### src/rtl/icache_rd_bridge_if.sv
`default_nettype none
// ============================================================================
// icache_rd_bridge_if : icache read port plus AXI4 AR/R channels.
// Revision: 1.0
// ============================================================================
interface icache_rd_bridge_if;
    logic         rd_req;
    logic         rd_uncache;
    logic [31:0]  rd_addr;
    logic         rd_rdy;
    logic         ret_valid;
    logic [127:0] ret_data;

    logic [3:0]   arid;
    logic [31:0]  araddr;
    logic [7:0]   arlen;
    logic [2:0]   arsize;
    logic [1:0]   arburst;
    logic [3:0]   arcache;
    logic         arvalid;
    logic         arready;

    logic [3:0]   rid;
    logic [31:0]  rdata;
    logic [1:0]   rresp;
    logic         rlast;
    logic         rvalid;
    logic         rready;

    // Bridge side: answers the cache, masters the AXI read channels.
    modport master (
        input  rd_req, rd_uncache, rd_addr,
        output rd_rdy, ret_valid, ret_data,
        output arid, araddr, arlen, arsize, arburst, arcache, arvalid,
        input  arready,
        input  rid, rdata, rresp, rlast, rvalid,
        output rready
    );

    modport slave (
        output rd_req, rd_uncache, rd_addr,
        input  rd_rdy, ret_valid, ret_data,
        input  arid, araddr, arlen, arsize, arburst, arcache, arvalid,
        output arready,
        output rid, rdata, rresp, rlast, rvalid,
        input  rready
    );
endinterface
`default_nettype wire

### src/rtl/icache_rd_bridge.sv
`default_nettype none
// ============================================================================
// icache_rd_bridge : one icache refill/uncached read -> one AXI4 read burst.
// Revision: 1.0
// ============================================================================
module icache_rd_bridge #(
    parameter logic [3:0] AXI_ID        = 4'd0,
    parameter int         LINE_WORD_NUM = 4,
    parameter int         DATA_WIDTH    = 32
) (
    input  logic               clk_g,
    input  logic               resetn,
    icache_rd_bridge_if.master bus
);
    localparam int                 c_LINE_W     = LINE_WORD_NUM * DATA_WIDTH;
    localparam int                 c_CNT_W      = $clog2(LINE_WORD_NUM + 1);
    localparam logic [c_CNT_W-1:0] c_LINE_WORDS = c_CNT_W'(LINE_WORD_NUM);
    localparam logic [7:0]         c_LINE_LEN   = 8'(LINE_WORD_NUM - 1);

    typedef enum logic [1:0] {
        S_IDLE = 2'd0,
        S_AR   = 2'd1,
        S_R    = 2'd2,
        S_DONE = 2'd3
    } state_t;

    state_t               r_state;
    state_t               w_state_nxt;
    logic [31:0]          r_addr;
    logic                 r_uncache;
    logic [c_CNT_W-1:0]   r_cnt;
    logic [c_LINE_W-1:0]  r_data;

    logic                 w_rd_rdy;
    logic                 w_arvalid;
    logic                 w_rready;
    logic                 w_ret_valid;
    logic                 w_accept;
    logic                 w_beat;

    // rid and rresp carry nothing this bridge acts on.
    logic                 w_unused_ok;
    assign w_unused_ok = &{1'b0, bus.rid, bus.rresp};

    always_ff @(posedge clk_g or negedge resetn) begin
        if (!resetn) begin
            r_state <= S_IDLE;
        end else begin
            r_state <= w_state_nxt;
        end
    end

    always_comb begin
        w_state_nxt = r_state;
        w_rd_rdy    = 1'b0;
        w_arvalid   = 1'b0;
        w_rready    = 1'b0;
        w_ret_valid = 1'b0;
        case (r_state)
            S_IDLE: begin
                w_rd_rdy = bus.rd_req;
                if (bus.rd_req) w_state_nxt = S_AR;
            end
            S_AR: begin
                w_arvalid = 1'b1;
                if (bus.arready) w_state_nxt = S_R;
            end
            S_R: begin
                w_rready = 1'b1;
                if (bus.rvalid && bus.rlast) w_state_nxt = S_DONE;
            end
            S_DONE: begin
                w_ret_valid = 1'b1;
                w_state_nxt = S_IDLE;
            end
            default: w_state_nxt = S_IDLE;
        endcase
    end

    assign w_accept = (r_state == S_IDLE) && bus.rd_req;
    assign w_beat   = (r_state == S_R) && bus.rvalid;

    // Request latch and line assembly; the counter saturates so beats past
    // the line length are dropped instead of wrapping onto word 0.
    always_ff @(posedge clk_g or negedge resetn) begin
        if (!resetn) begin
            r_addr    <= 32'd0;
            r_uncache <= 1'b0;
            r_cnt     <= '0;
            r_data    <= '0;
        end else if (w_accept) begin
            r_addr    <= bus.rd_addr;
            r_uncache <= bus.rd_uncache;
            r_cnt     <= '0;
            r_data    <= '0;
        end else if (w_beat) begin
            if (r_uncache) begin
                r_data[c_LINE_W-1 -: DATA_WIDTH] <= bus.rdata;
            end else if (r_cnt < c_LINE_WORDS) begin
                for (int i = 0; i < LINE_WORD_NUM; i++) begin
                    if (r_cnt == c_CNT_W'(i)) begin
                        r_data[i*DATA_WIDTH +: DATA_WIDTH] <= bus.rdata;
                    end
                end
                r_cnt <= r_cnt + 1'b1;
            end
        end
    end

    assign bus.rd_rdy    = w_rd_rdy;
    assign bus.ret_valid = w_ret_valid;
    assign bus.ret_data  = r_data;

    assign bus.arid      = AXI_ID;
    assign bus.araddr    = r_addr;
    assign bus.arlen     = r_uncache ? 8'd0 : c_LINE_LEN;
    assign bus.arsize    = 3'b010;
    assign bus.arburst   = 2'b01;
    assign bus.arcache   = r_uncache ? 4'b0000 : 4'b1111;
    assign bus.arvalid   = w_arvalid;
    assign bus.rready    = w_rready;
endmodule
`default_nettype wire

### src/flat_wrapper.sv
// flat-port wrapper written by rule: the top's interface ports become plain ports
module icache_rd_bridge_flat 
#(
    parameter logic [3:0] AXI_ID        = 4'd0,
    parameter int         LINE_WORD_NUM = 4,
    parameter int         DATA_WIDTH    = 32
)
  (clk_g, resetn, bus_rd_req, bus_rd_uncache, bus_rd_addr, bus_rd_rdy, bus_ret_valid, bus_ret_data, bus_arid, bus_araddr, bus_arlen, bus_arsize, bus_arburst, bus_arcache, bus_arvalid, bus_arready, bus_rid, bus_rdata, bus_rresp, bus_rlast, bus_rvalid, bus_rready);
  icache_rd_bridge_if bus_i ();
  input  logic clk_g;
  input  logic resetn;
  input wire logic [$bits(bus_i.rd_req)-1:0] bus_rd_req;
  input wire logic [$bits(bus_i.rd_uncache)-1:0] bus_rd_uncache;
  input wire logic [$bits(bus_i.rd_addr)-1:0] bus_rd_addr;
  output wire logic [$bits(bus_i.rd_rdy)-1:0] bus_rd_rdy;
  output wire logic [$bits(bus_i.ret_valid)-1:0] bus_ret_valid;
  output wire logic [$bits(bus_i.ret_data)-1:0] bus_ret_data;
  output wire logic [$bits(bus_i.arid)-1:0] bus_arid;
  output wire logic [$bits(bus_i.araddr)-1:0] bus_araddr;
  output wire logic [$bits(bus_i.arlen)-1:0] bus_arlen;
  output wire logic [$bits(bus_i.arsize)-1:0] bus_arsize;
  output wire logic [$bits(bus_i.arburst)-1:0] bus_arburst;
  output wire logic [$bits(bus_i.arcache)-1:0] bus_arcache;
  output wire logic [$bits(bus_i.arvalid)-1:0] bus_arvalid;
  input wire logic [$bits(bus_i.arready)-1:0] bus_arready;
  input wire logic [$bits(bus_i.rid)-1:0] bus_rid;
  input wire logic [$bits(bus_i.rdata)-1:0] bus_rdata;
  input wire logic [$bits(bus_i.rresp)-1:0] bus_rresp;
  input wire logic [$bits(bus_i.rlast)-1:0] bus_rlast;
  input wire logic [$bits(bus_i.rvalid)-1:0] bus_rvalid;
  output wire logic [$bits(bus_i.rready)-1:0] bus_rready;
  assign bus_i.rd_req = bus_rd_req;
  assign bus_i.rd_uncache = bus_rd_uncache;
  assign bus_i.rd_addr = bus_rd_addr;
  assign bus_rd_rdy = bus_i.rd_rdy;
  assign bus_ret_valid = bus_i.ret_valid;
  assign bus_ret_data = bus_i.ret_data;
  assign bus_arid = bus_i.arid;
  assign bus_araddr = bus_i.araddr;
  assign bus_arlen = bus_i.arlen;
  assign bus_arsize = bus_i.arsize;
  assign bus_arburst = bus_i.arburst;
  assign bus_arcache = bus_i.arcache;
  assign bus_arvalid = bus_i.arvalid;
  assign bus_i.arready = bus_arready;
  assign bus_i.rid = bus_rid;
  assign bus_i.rdata = bus_rdata;
  assign bus_i.rresp = bus_rresp;
  assign bus_i.rlast = bus_rlast;
  assign bus_i.rvalid = bus_rvalid;
  assign bus_rready = bus_i.rready;
  icache_rd_bridge #(.AXI_ID(AXI_ID), .LINE_WORD_NUM(LINE_WORD_NUM), .DATA_WIDTH(DATA_WIDTH)) u_core (.clk_g(clk_g), .resetn(resetn), .bus(bus_i));
endmodule
### config.mk
export PLATFORM = sky130hd
export DESIGN_NAME = icache_rd_bridge_flat
export DESIGN_NICKNAME = d
export VERILOG_FILES = /design/src/rtl/icache_rd_bridge_if.sv /design/src/rtl/icache_rd_bridge.sv /design/src/flat_wrapper.sv
export SDC_FILE = /design/constraint.sdc
export NUM_CORES = 1
export LEC_CHECK = 0
export ABC_AREA = 1
export CAP_MARGIN = 40
export CORE_ASPECT_RATIO = 1.75
export CORE_MARGIN = 4
export CORE_UTILIZATION = 39
export DETAILED_ROUTE_END_ITERATION = 8
export PLACE_DENSITY = 0.8
export SETUP_SLACK_MARGIN = 0.5
export SLEW_MARGIN = 30
export SYNTH_ARGS = -nofsm -noshare
export SYNTH_HDL_FRONTEND = slang
export SYNTH_SLANG_ARGS = --single-unit
### constraint.sdc
create_clock -name clk_g -period 4.4 [get_ports clk_g]
set_input_delay 1.1 -clock clk_g [delete_from_list [all_inputs] [get_ports clk_g]]
set_output_delay 1.1 -clock clk_g [all_outputs]
set_load 0.01 [all_outputs]
# Word level (Yosys, flattened, before mapping)
# Index checks and enable logic that the tools add are counted.
# word_totals
mem_count,0
inputBits,77
out_inout_bits,185
ram_bits,0
latchBits,0
romBits,0
register_bits,166
wordCells,61
# classes
order_cmp,1
eq_ne,10
shift,0
multipliers,0
bitwise,0
n_addsub,1
muxes,23
reduce_logical,18
div_mod_pow,0
# ops
cell,count
$mux W128,3
$mux W32,5
$mux W96,1
$mux W3,4
$reduce_and A4 Y1,3
$reduce_bool A2 Y1,5
$reduce_and A3 Y1,3
$mux W2,4
$pmux W2 S4,1
$eq A3 B2 Y1 const B,2
$ne A2 B2 Y1 const B,3
$reduce_bool A3 Y1,2
$eq A2 B2 Y1 const B,2
$mux W1,4
$mux W4,1
$add A3 B1 Y3 const B,1
$eq A3 B1 Y1 const B,1
$logic_and A1 B1 Y1,3
$logic_not A3 Y1,1
$lt A3 B3 Y1 const B,1
$eq A2 B1 Y1 const B,1
$logic_not A2 Y1,1
$ne A2 B1 Y1 const B,1

# Logic depth before layout (Yosys ltp)
# Gate-level depths: netlist of run 1.
# depth
ltp_word,6
depth_mapped,8
mapped_depth_nobuf,7

# Least setup slack after synthesis of run 1
# OpenSTA, ideal clock, no wires.
# synth_timing
kind,in2out
startpoint,input bus_rd_req
endpoint,output bus_rd_rdy
n_path_buf,2
t_arrival_ns,1.649
cell_stages,4
required_time_ns,3.300
setup_slack_ns,1.651
cell_sequence,nand2_4 > inv_1 > buf_2 > buf_4
# synth_between
elab_chain_len,1
# synth_lines
item,line,rtl
start: declaration,flat_wrapper.sv:12,input wire logic [$bits(bus_i.rd_req)-1:0] bus_rd_req;
$mux W1,icache_rd_bridge.sv:59,case (r_state)
end: declaration,flat_wrapper.sv:15,output wire logic [$bits(bus_i.rd_rdy)-1:0] bus_rd_rdy;
# Every way passes these cells.

# Final worst setup path of run 1
# Same ends and word-level chain as after synthesis.

==> results.toml, run 1 <==
[power]
power.total_uw = 8290
power_frac_seq_pct = 32.1
p_comb_share_pct = 49.8
pwr_density_cell_nw_per_um2 = 803
internal_power_uw = 4960
clkPwrFrac_pct = 18.1
p_switching_uw = 3320
swShare_pct = 40.1
irDropWorstVdd_mv = 0.378
p_leak_uw = 0.00522

[clock_tree]
clock_path_buffers = 2
tritoncts = "built"
cts_made_buffers = 17
cts_resized = 0
ctsHoldBuffers = 0
htreeDepth = 4
root_buffer = "clkbuf_16"
cts_setup_buffers = 0
clkSinkCount = 166
clk_latency_ns = 0.42
clk_pin_slew_worst_paths_ns = 0.07

[min_path]
whs_path_depth = 2
min_from = "u_core.bus.ret_data[106]"
hp-class = "reg -> reg"
hold_end = "u_core.bus.ret_data[106]"

[die]
ios = 262
die_h_microns = 188
core_sq_um = 18100
rows = 65
start_util_pct = 39.9
die_w_microns = 111
dieArea_sq_um = 20800

[worst_setup_path]
path_buf_inv = 3
cp-start-kind = "primary input"
r2r_end = "u_core.bus.ret_data[34]"
worstPathRequired_ns = 3.30
crit_fanout = 15
arrival_ns = 2.52
r2r_start = "u_core.r_state[0]"
critPathMostFrequentCell = "clkdlybuf4s50_1"
ff2ff_path_depth = 8
crit_chain = "clkdlybuf4s50_1 -> nand2_4 -> inv_2 -> clkdlybuf4s50_1"
cp_top_family = "buffers and inverters"
worst_path_largest_cell_delay_ns = 0.55
crit_path_end_kind = "output pin"
cp_slowest_cell = "clkdlybuf4s50_1"
critical_path_class = "in -> out"
reg2reg_slack_ns = 2.00

[placement]
dpl.hpwl_microns = 15700
gp_congestion = 0.835
place_area_sq_um = 9740
port_buffers = 240

[synthesis]
synth_cells = 840
avgSynthCellArea_sq_um = 8.57
synth-seq-cells = 166
yosysSeqAreaShare_pct = 57.7
synthesis.area_sq_um = 7200
ys_types = 21
yosysWarnings = 0

[sta]
whs_ns = 0.472
period_share_pct = 82.2
slew_viol_final = 0
rsz0062_at_grt = "no"
skew_ns = 0.0146
setup_viol = 0
hold_violations = 0
tns_ns = 0
period_minus_slack_ns = 3.62
tightest_slew_ns = 0.785
timing.fmax_mhz = 276
slew_headroom_pct = 47.5

[layout]
nNetsFinal = 1146
layout_common_cells = "nand2_1 (373), clkdlybuf4s50_1 (239), dfrtp_1 (166)"
area_growth_syn_to_layout_pct = 43.5
fin_util_pct = 57.2
mostFrequentLayoutCell = "nand2_1"
drive_gt1_share_pct = 5.87
final_area_sq_um = 10300
n_antenna_cell = 0
fill_cells = 1599

[drt]
dr.pass1.iters = 5
vias = 6352
wl_met1_microns = 8130
wl_met3_microns = 1410
drt_iter0_markers = 416
viasPerCell = 4.86
post-route-drc-count = 0
wl_per_cell_microns = 17.1
antenna_left = 0
wl_met2_microns = 11800
top_layer = "met4"
drt-total-wl_microns = 22300

[global_routing]
grt-ovfl-total = 0
antenna_found_initial = 0
grt_pass1_vias = 6385
grt_pass1_wl_microns = 35200
grt_usage_pct = 21.5
grt_max_degree = 68

[flow_run]
maxCapViolCount = 0

[run_status]
outcome = "completed"
==> synthesized netlist by cell type, drive strengths merged <==
library cell  instances  area (sq um)
ha                    9           113
nor2                 33           124
or2                   1          6.26
clkbuf                8          30.0
dfrtp               166          4150
buf                  59           407
o21ai                11          85.1
conb                  2          7.51
inv                  42           158
nand3               133           686
nand2               376          1430
==> tightest hold or removal path, stage by stage (launching register included) <==
cell and delay [ns]:
dfrtp_1 0.34, nand2_1 0.05, nand2_1 0.05
==> final cells by class <==
type | instances | area [sq um] | area share (%)
Clock buffer | 18 | 439 | 4.25
Inverter | 42 | 158 | 1.53
Timing Repair Buffer | 255 | 2610 | 25.3
Tap cell | 234 | 293 | 2.83
Multi-Input combinational cell | 578 | 2520 | 24.4
Sequential cell | 166 | 4150 | 40.2
Clock inverter | 14 | 150 | 1.45
==> metal layers <==
| metal | vias up | track usage [%] |
|---|---|---|
| met1 | 3024 | 23.2 |
| li1 | 3016 | - |
| met2 | 267 | 38.8 |
| met5 | - | 0 |
| met3 | 45 | 5.55 |
| met4 | 0 | 9.96 |
==> power groups by stage <==
stage | sequential, uW | clock [uW] | combinational (uW)
2_1_floorplan | 2960 | 0 | 1670
3_3_place_gp | 2660 | 0 | 3990
3_5_place_dp | 2680 | 0 | 4170
4_1_cts | 2660 | 1530 | 4190
5_1_grt | 2750 | 1600 | 4470
6_report | 2660 | 1500 | 4120
==> logic make-up after synthesis <==
| family | synth area share, % |
|---|---|
| fa+ha+maj | 1.56 |
| other cells | 0.104 |
| buf+inv | 8.26 |
| compound gates | 1.18 |
| flops | 57.7 |
| simple gates | 31.2 |
==> metrics by stage <==
step / std cells / setup WS, ns
4_1_cts: 1307 / 0.770
5_1_grt: 1307 / 0.722
6_report: 1307 / 0.783
3_5_place_dp: 1275 / 0.781
2_1_floorplan: 853 / 1.65
3_3_place_gp: 1271 / 0.775
==> registers in the layout (all words and copies together), names as in the netlist <==
register	cells
u_core.bus.ret_data	128
u_core.bus.araddr	32
u_core.r_cnt	3
u_core.r_state	2
u_core.r_uncache	1
==> how the worst max path moves through the flow <==
stage / from / to / slack [ns] / depth (start not counted)
2_1_floorplan: bus_rd_req / bus_rd_rdy / 1.65 / 4
3_3_place_gp: bus_rd_req / bus_rd_rdy / 0.77 / 4
3_5_place_dp: bus_rd_req / bus_rd_rdy / 0.78 / 4
4_1_cts: bus_rd_req / bus_rd_rdy / 0.77 / 4
5_1_grt: bus_rd_req / bus_rd_rdy / 0.72 / 4
6_report: bus_rd_req / bus_rd_rdy / 0.78 / 4
Power figures use the tool's default switching activity.
==> run 2: changes to the inputs <==
--- a/config.mk
+++ b/config.mk
@@ -11,7 +11,7 @@
 export CORE_MARGIN = 4
 export CORE_UTILIZATION = 39
 export DETAILED_ROUTE_END_ITERATION = 8
-export PLACE_DENSITY = 0.8
+export PLACE_DENSITY = 0.83
 export SETUP_SLACK_MARGIN = 0.5
 export SLEW_MARGIN = 30
 export SYNTH_ARGS = -nofsm -noshare
==> constraint.sdc (replaced) <==
create_clock -name clk_g -period 3.3 [get_ports clk_g]
set_input_delay 0.825 -clock clk_g [delete_from_list [all_inputs] [get_ports clk_g]]
set_output_delay 0.825 -clock clk_g [all_outputs]
set_load 0.01 [all_outputs]
==> results.toml, run 2 (same netlist as run 1, synthesis figures left out) <==
[power]
power_frac_seq_pct = 32.2
pwr_density_cell_nw_per_um2 = 1070
clkPwrFrac_pct = 18.0
p_comb_share_pct = 49.8
p_leak_uw = 0.00523
irDropWorstVdd_mv = 0.613
p_switching_uw = 4400
swShare_pct = 39.7
internal_power_uw = 6680

[drt]
vias = 6434
post-route-drc-count = 0
wl_per_cell_microns = 17.3
drt-total-wl_microns = 22600
antenna_left = 0
dr.pass1.iters = 5
viasPerCell = 4.92
drt_iter0_markers = 425

[layout]
mostFrequentLayoutCell = "nand2_1"
layout_common_cells = "nand2_1 (373), clkdlybuf4s50_1 (238), dfrtp_1 (166)"
nNetsFinal = 1147
drive_gt1_share_pct = 5.87
largest_register_ffs = 128
n_antenna_cell = 0
area_growth_syn_to_layout_pct = 43.5
fill_cells = 1574

[global_routing]
grt_pass1_wl_microns = 36000
grt_usage_pct = 21.8
grt_max_degree = 72
grt-ovfl-total = 0
antenna_found_initial = 0
grt_pass1_vias = 6654

[placement]
pre_cts_slack_ns = 0.226
gp_congestion = 0.846
dpl.hpwl_microns = 16000
port_buffers = 240

[sta]
timing.fmax_mhz = 369
slew_headroom_pct = 49.4
tightest_slew_ns = 0.760
period_minus_slack_ns = 2.71
skew_ns = 0.00761
fin_ws_ns = 0.593
slew_viol_final = 0
period_share_pct = 82.0
tns_ns = 0
hold_violations = 0
whs_ns = 0.401
setup_viol = 0
rsz0062_at_grt = "no"

[clock_tree]
cts_resized = 1
htreeDepth = 4
clkSinkCount = 166
clk_latency_ns = 0.42
cts_made_buffers = 17
clock_path_buffers = 2
tritoncts = "built"
cts_setup_buffers = 0
ctsHoldBuffers = 0
clk_pin_slew_worst_paths_ns = 0.06
root_buffer = "clkbuf_16"

[worst_setup_path]
crit_chain = "clkdlybuf4s50_1 -> nand2_4 -> inv_2 -> dlygate4sd2_1"
reg2reg_slack_ns = 0.89
r2r_end = "u_core.bus.ret_data[108]"
r2r_start = "u_core.r_state[0]"
cp-start-kind = "primary input"
arrival_ns = 1.88
cp_slowest_cell = "clkdlybuf4s50_1"
worstPathRequired_ns = 2.47
critical_path_class = "in -> out"
worst_path_largest_cell_delay_ns = 0.52
cp-startpoint = "bus_rd_req"
ff2ff_path_depth = 8
crit_path_end_kind = "output pin"
crit_fanout = 7

[die]
start_util_pct = 39.9
dieArea_sq_um = 20800
die_w_microns = 111
die_h_microns = 188
ios = 262
rows = 65
core_sq_um = 18100

[min_path]
hp-class = "in -> async"

[run_status]
outcome = "completed"

[flow_run]
maxCapViolCount = 0
## run 2: cell types whose count changed in the layout (fill, tap and decap cells not counted)
| cell | change |
|---|---|
| inv_6 | -5 |
| clkinv_4 | +3 |
| inv_8 | -3 |
| buf_12 | +2 |
| clkinv_2 | +2 |
| buf_16 | -1 |
| bufinv_16 | +1 |
| clkbuf_1 | +1 |
| clkdlybuf4s50_1 | -1 |
| clkinvlp_4 | +1 |
| dlygate4sd2_1 | +1 |
| o21ai_2 | +1 |
| o21ai_4 | -1 |
## run 2: power by group through the flow
| stage | combinational [uW] | sequential (uW) | clock, uW |
|---|---|---|---|
| after global routing | 5980 | 3680 | 2130 |
| final | 5520 | 3570 | 2000 |
| after detailed placement | 5540 | 3580 | 0 |
| after CTS | 5560 | 3570 | 2040 |
| after global placement | 5310 | 3560 | 0 |
| after floorplan | 2230 | 3950 | 0 |
## run 2: how the worst max path moves through the flow
| stage | to | cells after the start |
|---|---|---|
| global placement | u_core.bus.ret_data[3] | 7 |
| floorplan | bus_rd_rdy | 4 |
| global route | bus_rd_rdy | 4 |
| CTS | bus_rd_rdy | 4 |
| detailed placement | u_core.bus.ret_data[20] | 7 |
| finish | bus_rd_rdy | 4 |
## run 2: critical path, delay by kind of cell
family	cells	cell delay, ns
buf+inv	3	0.91
simple gates	1	0.14
## run 2: cell type report
cell class	instances	area, sq um	share of cell area (%)
Clock inverter	13	146	1.42
Tap cell	234	293	2.83
Inverter	42	158	1.53
Sequential cell	166	4150	40.2
Clock buffer	19	443	4.29
Timing Repair Buffer	256	2620	25.4
Multi-Input combinational cell	578	2520	24.4
## run 2: layer usage
layer / part of all wire, % / track usage, % / vias up
met5: 0 / 0 / -
met4: 6.2 / 13.7 / 0
met3: 6.0 / 4.29 / 66
met2: 53 / 38.8 / 286
met1: 35 / 23.3 / 3064
li1: - / - / 3018
## run 2: stage by stage
step,area (sq um),power (uW),cells,util (%)
2_1_floorplan,7250,6180,853,-
4_1_cts,10300,11200,1307,57.1
6_report,10300,11100,1308,57.2
5_1_grt,10300,11800,1308,57.2
3_3_place_gp,9660,8870,1273,53.5
3_5_place_dp,9720,9120,1275,53.8
==> run 3: changes to the inputs <==
==> constraint.sdc (replaced) <==
create_clock -name clk_g -period 2.2 [get_ports clk_g]
set_input_delay 0.55 -clock clk_g [delete_from_list [all_inputs] [get_ports clk_g]]
set_output_delay 0.55 -clock clk_g [all_outputs]
set_load 0.01 [all_outputs]
==> results.toml, run 3 (same netlist as run 1, synthesis figures left out) <==
[die]
rows = 65
dieArea_sq_um = 20800
start_util_pct = 39.9
core_sq_um = 18100
ios = 262
die_w_microns = 111
die_h_microns = 188

[sta]
timing.fmax_mhz = 504
hold_violations = 0
skew_ns = 0.0135
rsz0062_at_grt = "yes"
slew_viol_final = 0
period_minus_slack_ns = 1.98
setup_viol = 0
tns_ns = 0
tightest_slew_ns = 0.644
period_share_pct = 90.2
whs_ns = 0.0415
slew_headroom_pct = 56.9

[global_routing]
grt_pass1_vias = 7192
antenna_found_initial = 0
grt_max_degree = 58
grt_pass1_wl_microns = 41200
grt_usage_pct = 25.7
grt-ovfl-total = 0

[layout]
layout_common_cells = "nand2_1 (217), dfrtp_1 (165), dlygate4sd2_1 (130)"
fin_util_pct = 72.6
drive_gt1_share_pct = 36.7
n_antenna_cell = 0
largest_register_ffs = 128
area_growth_syn_to_layout_pct = 82.1
mostFrequentLayoutCell = "nand2_1"
final_area_sq_um = 13100
nNetsFinal = 1245

[worst_setup_path]
crit_fanout = 8
cp-startpoint = "u_core.r_state[1]"
reg2reg_slack_ns = 0.22
worstPathRequired_ns = 2.52
arrival_ns = 2.31
r2r_start = "u_core.r_state[1]"
crit_path_end_kind = "register"
ff2ff_path_depth = 12
critical_path_class = "reg -> reg"
r2r_end = "u_core.bus.ret_data[79]"
cp-start-kind = "register"
crit_end = "u_core.bus.ret_data[79]"

[placement]
port_buffers = 240
gp_congestion = 0.876
place_area_sq_um = 9940
dpl.hpwl_microns = 16400

[drt]
antenna_left = 0
wl_per_cell_microns = 22.7
drt_iter0_markers = 570
post-route-drc-count = 0
viasPerCell = 5.38
vias = 7563
dr.pass1.iters = 6
drt-total-wl_microns = 32000

[run_status]
outcome = "completed"

[power]
pwr_density_cell_nw_per_um2 = 1660
p_leak_uw = 0.00662
irDropWorstVdd_mv = 0.765

[clock_tree]
cts_made_buffers = 17
clkSinkCount = 166
ctsHoldBuffers = 0
root_buffer = "clkbuf_16"
tritoncts = "built"
clk_pin_slew_worst_paths_ns = 0.07
htreeDepth = 4
clock_path_buffers = 2
clk_latency_ns = 0.44

[flow_run]
maxCapViolCount = 0

[min_path]
hp-class = "in -> async"
==> run 3: worst min-delay path by stage <==
stage                                  start                       end  slack (ns)  cells past startpoint
floorplan                             resetn      u_core.bus.araddr[0]        0.25                      0
global placement    u_core.bus.ret_data[100]  u_core.bus.ret_data[100]        0.45                      2
detailed placement  u_core.bus.ret_data[111]  u_core.bus.ret_data[111]        0.46                      2
CTS                                   resetn      u_core.bus.araddr[0]        0.05                      1
global route                          resetn   u_core.bus.ret_data[25]        0.08                      1
finish                                resetn   u_core.bus.ret_data[57]        0.04                      1
==> run 3: worst max-delay path: stages, from the launching register on <==
cell and delay [ns]:
dfrtp_1 0.42, inv_2 0.12, ha_4 0.15, nand2_4 0.07
buf_6 0.13, buf_12 0.13, o21ai_4 0.10, buf_6 0.15
nand3_4 0.14, buf_6 0.17, buf_16 0.15, nand2_2 0.07
nand2_1 0.07
==> run 3: repair_timing <==
| action | 4_1_cts | 5_1_grt |
|---|---|---|
| endpoints found under the setup margin | 289 | 201 |
| setup buffers | 32 | 17 |
| resized for setup | 268 | 365 |
| cloned | 19 | 18 |
| pin swaps | 10 | 94 |
==> run 3: layer usage <==
metal  wire length [microns]  track usage, %  vias up  share of wire, %
met5                       0               0        -                 0
li1                        -               -     3252                 -
met1                    9820            26.0     3650                31
met2                   16800            47.9      478                53
met3                    2370            4.78      183               7.4
met4                    2960            15.7        0               9.3
==> run 3: area by class of cell <==
class	count	area, sq um
fill	1137	4950
timing repair buffer	354	4170
sequential	166	4160
multi-input combinational	578	3720
clock buffer	17	425
tap	234	293
clock inverter	15	179
inverter	42	168
==> run 3: through the flow <==
stage	cells	power (uW)	worst slack, ns
after floorplan	853	9280	0.508
after global placement	1286	13700	0.0422
after detailed placement	1288	14100	0.0372
after CTS	1371	18500	0.300
after global routing	1406	22700	0.172
final	1406	21800	0.216
==> run 3: power by group <==
group | switching [uW] | internal [uW] | total (uW)
combinational | 6880 | 6150 | 13000
clock | 1400 | 1720 | 3120
sequential | 1150 | 4500 | 5650
total | 9430 | 12400 | 21800
